### src/rtl/param_fetch_arbiter.sv
`default_nettype none
// ============================================================================
// Module      : param_fetch_arbiter
// Description : Round-robin arbiter sharing the single-port layer-parameter
//               BRAM between NUM_REQ consumers, one outstanding read at a time.
//               Define PARAM_FETCH_FIXED_PRIO_EN for lowest-index-wins priority.
// Revision    : 1.0 - initial release
// ============================================================================
module param_fetch_arbiter #(
  parameter int NUM_REQ     = 3,
  parameter int PARAM_WIDTH = 32,
  parameter int ADDR_WIDTH  = 8,
  parameter int RD_LATENCY  = 2
) (
  input  logic                                 clk,
  input  logic                                 rst_n,
  input  logic [NUM_REQ-1:0][ADDR_WIDTH-1:0]   req_addr,
  input  logic [NUM_REQ-1:0]                   req_addr_valid,
  output logic [NUM_REQ-1:0]                   req_addr_ready,
  output logic [PARAM_WIDTH-1:0]               req_data,
  output logic [NUM_REQ-1:0]                   req_data_valid,
  input  logic [NUM_REQ-1:0]                   req_data_ready,
  output logic                                 mem_en,
  output logic [ADDR_WIDTH-1:0]                mem_addr,
  input  logic [PARAM_WIDTH-1:0]               mem_rdata,
  output logic                                 busy
);

  localparam int PTR_W = (NUM_REQ > 1) ? $clog2(NUM_REQ) : 1;
  localparam int LAT_W = (RD_LATENCY > 1) ? $clog2(RD_LATENCY) : 1;

  localparam logic [LAT_W-1:0] c_lat_last = LAT_W'(RD_LATENCY - 1);

  localparam logic [1:0] c_idle  = 2'd0;
  localparam logic [1:0] c_issue = 2'd1;
  localparam logic [1:0] c_wait  = 2'd2;
  localparam logic [1:0] c_resp  = 2'd3;

  logic [1:0]             r_state;
  logic [PTR_W-1:0]       r_owner;
  logic [LAT_W-1:0]       r_lat_cnt;
  logic [ADDR_WIDTH-1:0]  r_mem_addr;
  logic [PARAM_WIDTH-1:0] r_data;
  logic [NUM_REQ-1:0]     r_data_valid;

  logic [PTR_W-1:0]       w_grant;
  logic                   w_any_valid;
  logic [ADDR_WIDTH-1:0]  w_gnt_addr;
  logic [NUM_REQ-1:0]     w_owner_oh;
  logic                   w_data_hs;

`ifdef PARAM_FETCH_FIXED_PRIO_EN
  // Descending scan so the lowest valid index is the last one written.
  always_comb begin
    w_grant = '0;
    for (int i = NUM_REQ - 1; i >= 0; i--) begin
      if (req_addr_valid[i]) w_grant = i[PTR_W-1:0];
    end
  end
`else
  localparam logic [PTR_W-1:0] c_last_req = PTR_W'(NUM_REQ - 1);
  localparam logic [PTR_W:0]   c_num_ext  = (PTR_W + 1)'(NUM_REQ);

  logic [PTR_W-1:0] r_rr_ptr;
  logic [PTR_W:0]   w_scan;

  // Circular scan from r_rr_ptr; descending offsets so the nearest valid wins.
  always_comb begin
    w_grant = '0;
    w_scan  = '0;
    for (int k = NUM_REQ - 1; k >= 0; k--) begin
      w_scan = {1'b0, r_rr_ptr} + k[PTR_W:0];
      if (w_scan >= c_num_ext) w_scan = w_scan - c_num_ext;
      if (req_addr_valid[w_scan[PTR_W-1:0]]) w_grant = w_scan[PTR_W-1:0];
    end
  end

  always_ff @(posedge clk or negedge rst_n) begin
    if (!rst_n) begin
      r_rr_ptr <= '0;
    end else if (r_state == c_resp && w_data_hs) begin
      r_rr_ptr <= (r_owner == c_last_req) ? '0 : r_owner + 1'b1;
    end
  end
`endif

  assign w_any_valid = |req_addr_valid;

  always_comb begin
    w_gnt_addr     = '0;
    req_addr_ready = '0;
    w_owner_oh     = '0;
    for (int i = 0; i < NUM_REQ; i++) begin
      if (w_grant == i[PTR_W-1:0]) begin
        w_gnt_addr        = req_addr[i];
        req_addr_ready[i] = (r_state == c_idle) && w_any_valid;
      end
      w_owner_oh[i] = (r_owner == i[PTR_W-1:0]);
    end
  end

  // r_data_valid is already one-hot on the owner, so non-owner readies drop out.
  assign w_data_hs = |(r_data_valid & req_data_ready);

  always_ff @(posedge clk or negedge rst_n) begin
    if (!rst_n) begin
      r_state      <= c_idle;
      r_owner      <= '0;
      r_lat_cnt    <= '0;
      r_mem_addr   <= '0;
      r_data       <= '0;
      r_data_valid <= '0;
    end else begin
      case (r_state)
        c_idle: begin
          if (w_any_valid) begin
            r_owner    <= w_grant;
            r_mem_addr <= w_gnt_addr;
            r_state    <= c_issue;
          end
        end
        c_issue: begin
          r_lat_cnt <= '0;
          r_state   <= c_wait;
        end
        c_wait: begin
          if (r_lat_cnt == c_lat_last) begin
            r_data       <= mem_rdata;
            r_data_valid <= w_owner_oh;
            r_state      <= c_resp;
          end else begin
            r_lat_cnt <= r_lat_cnt + 1'b1;
          end
        end
        c_resp: begin
          if (w_data_hs) begin
            r_data_valid <= '0;
            r_state      <= c_idle;
          end
        end
        default: r_state <= c_idle;
      endcase
    end
  end

  assign mem_en         = (r_state == c_issue);
  assign mem_addr       = r_mem_addr;
  assign req_data       = r_data;
  assign req_data_valid = r_data_valid;
  assign busy           = (r_state != c_idle);

endmodule
`default_nettype wire

### config.mk
export PLATFORM = sky130hd
export DESIGN_NAME = param_fetch_arbiter
export DESIGN_NICKNAME = d
export VERILOG_FILES = /design/src/rtl/param_fetch_arbiter.sv
export SDC_FILE = /design/constraint.sdc
export NUM_CORES = 1
export LEC_CHECK = 0
export BUFFER_PORTS_ARGS = -buffer_cell sky130_fd_sc_hd__clkbuf_2
export CAP_MARGIN = 15
export CELL_PAD_IN_SITES_DETAIL_PLACEMENT = 1
export CELL_PAD_IN_SITES_GLOBAL_PLACEMENT = 2
export CORE_UTILIZATION = 25
export CTS_CLUSTER_DIAMETER = 80
export DETAILED_ROUTE_END_ITERATION = 12
export PLACE_DENSITY_LB_ADDON = 0.1
export SETUP_SLACK_MARGIN = 0.4
export SLEW_MARGIN = 5
export SYNTH_ARGS = -nofsm -noshare
export SYNTH_HDL_FRONTEND = slang
export SYNTH_SLANG_ARGS = --single-unit
### constraint.sdc
create_clock -name clk -period 1.75 [get_ports clk]
set_clock_uncertainty 0.05 [all_clocks]
set_input_delay 0.175 -clock clk [delete_from_list [all_inputs] [get_ports clk]]
set_output_delay 0.175 -clock clk [all_outputs]
set_load 0.05 [all_outputs]
==> metrics <==
die height 98.15 µm; Tot GR Track Use 14.57%; Rel. slew slack 72.38%; Root Buffer Master clkbuf_8; Initial DRT Pass Iterations 11; Core Area 0.008848 mm²; layout cell share with drive strength beyond 1 70.27%; Final HPWL DP 4.652 mm; # DRC 7; Clock power frac 9.4%; Hold Crit Depth 2; worst r2r path cells 9; Tmin final 2.178 ns; ys flop type dfrtp_1; final setup margin -0.4275 ns; final hold violations 0; hold crit path type input port to flip-flop; final core occ 45.02%; Seq/Total Area, Yosys 54.14%; Initial Utilization 26.12%; DRT iter0 DRCs 54; combinational share of power 67.2%; Antenna diodes 0; initial antenna violation count 0; # setup viols final 15; Total Routed Length 6.839 mm; detailed-route wire length per cell 15.51 µm; Syn. warnings 0; Tcrit/Tclk final 124.4%; Max Freq 459.2 MHz; Cell variety after synth 30; maximum VDD drop 1.222 mV; Syn Nets 258; placer congestion estimate 0.6968; global-route wire length before repair 10.95 mm; clk buf depth 2; share of the synthesized area in the top cell type 54.14%; vias 1996; Clock Sinks 50; Flop pwr share 23.3%; area of the die 0.009632 mm²; number of synthesized register bits 50; syn_area_per_cell 12.36 µm²; Switch Pwr 4.383 mW; most common cell in the netlist dfrtp_1; status finished with violations; hold slack 0.04229 ns; cts bufs inserted 5; Int Pwr 4.717 mW; Max FO, Critical Path 7; Area Overhead vs Synth 72.39%; vias in the first global route 2117; H-tree depth 2; Max-cap violations 0; synthesized instance count 187; PwrDens 2284 mW/mm²; type of origin of the critical path flip-flop; Slew @ Worst Pin 0.4143 ns; vias per std cell 4.526; violated checks DRC, setup timing; leakage power 1.950 nW; RSZ-0062 raised after global routing yes; # nets final 403; largest net degree at the start of global routing 51; max-slew violation count 0; Worst EP arrival 1.95 ns; crit path capture type output pin; top cells by area, synth dfrtp_1 (54%), mux2_2 (17%), ha_1 (3.8%), a211oi_2 (3.2%), nor2_1 (2.9%); Crit path required time 1.52 ns; area leader, netlist dfrtp_1; Clock Latency Late Sink 0.30 ns; row cnt 34; fraction of registers with async set/reset 100.0%; Worst-path clk slew 0.10 ns; Setup CP Type flip-flop to output pin; sw frac 48.16%; EDFF count, synth 0; most frequent cells after synthesis dfrtp_1 (50), mux2_2 (35), nor2_1 (18); DRT antenna net count 0; Die W 98.15 µm; port bufs 111; GRT Residual Overflow 0; TritonCTS clock tree built; num ports 112; Synth Cell Area 0.002311 mm²
## power by group through the flow
stage                     Combinational (mW)  Sequential, mW  Clock, mW
after detailed placement                4.90            2.12          0
after global placement                  4.87            2.09          0
after floorplan                         1.93            3.85          0
final                                   6.12            2.12      0.859
after CTS                               5.93            2.12      0.908
after global routing                    6.45            2.21      0.935
## final timing paths
kind                       slack [ns]          from                 to
setup / recovery                -0.43   r_rr_ptr[1]  req_addr_ready[0]
hold / removal                   0.04  mem_rdata[4]        req_data[4]
setup reg to reg                -0.31   r_rr_ptr[1]        mem_addr[1]
hold reg to reg                  0.47   req_data[1]        req_data[1]
max in group asynchronous        1.02         rst_n        r_rr_ptr[1]
min in group asynchronous        0.33         rst_n        mem_addr[1]
## critical path, stage by stage (launching register included)
cell and delay [ns]:
dfrtp_2 0.45, inv_1 0.10, ha_4 0.18, nand2_1 0.11, a221oi_4 0.30, a31oi_4 0.16, and3_4 0.20, buf_8 0.14
## routing by layer
layer | global-route usage [%] | share of wire (%) | vias to the layer above | wire length [µm]
met5 | 0 | 0 | - | 0
met4 | 3.100 | 0.85 | 0 | 58
met2 | 24.76 | 49 | 75 | 3333
met3 | 3.865 | 6.6 | 5 | 453
met1 | 18.61 | 44 | 967 | 2993
li1 | - | - | 949 | -
## cell type report
type                            count  area (µm²)
Multi-Input combinational cell    122        1431
Inverter                            8       33.78
Tap cell                          108       135.1
Clock inverter                      3       48.80
Timing Repair Buffer              145        1010
Sequential cell                    50        1256
Fill cell                         965        4865
Clock buffer                        5       68.82
## sequential cells by signal, summed over array words and instances (netlist names)
register and flops:
req_data 32, mem_addr 8, r_lat_cnt 1, req_data_valid 3, r_owner 2, r_state 2, r_rr_ptr 2
## cell families (layout without fill, tap and decap cells)
logic type | count (synthesis) | count (layout) | synth area share (%)
AND/OR/NAND/NOR | 48 | 48 | 9.367
flip-flops | 50 | 50 | 54.14
multiplexers | 41 | 41 | 19.65
adder cells (fa/ha/maj) | 7 | 7 | 3.790
AO/OA/AOI/OAI | 26 | 26 | 10.61
buffers and inverters | 15 | 161 | 2.436
## per-stage QoR
stage / instance area, µm² / total power, mW / std cells / TNS, ns / setup WS (ns)
6_report: 3984 / 9.100 / 441 / -3.778 / -0.4275
5_1_grt: 3984 / 9.599 / 441 / -5.221 / -0.5097
3_5_place_dp: 3241 / 7.021 / 415 / -2.893 / -0.2658
2_1_floorplan: 2456 / 5.782 / 187 / -0.9137 / -0.09899
4_1_cts: 3871 / 8.955 / 435 / -3.976 / -0.4604
3_3_place_gp: 3241 / 6.968 / 415 / -2.358 / -0.2397
## layout by cell type, fill, tap and decap left out, types with 2 or more instances in the layout
master        n
nor2_4        3
buf_6         7
mux2i_4       5
clkinvlp_4    2
nand2_2       2
buf_16        3
buf_4        19
a31oi_1       2
nand2b_1      2
ha_4          6
clkbuf_8      5
inv_2         3
dfrtp_2       4
nor2_1       14
o21ai_1       4
inv_1         4
nand3_1       2
dfrtp_1      46
buf_12        4
buf_8         4
a211oi_2      6
clkbuf_2    106
o21a_1        2
mux2_4       34
nor3_1        8
nand2_1       7
and2_4        2
## what timing repair did
action / in CTS / in global routing
hold buffers: 1 / 0
buffers inserted: 8 / 6
hold endpoints to repair: 50 / 0
resized for setup: 81 / 16
setup endpoints to repair: 52 / 54
pin swaps: 14 / 18
gates cloned: 3 / 0
Note: power is estimated with default switching activity, not from simulation.
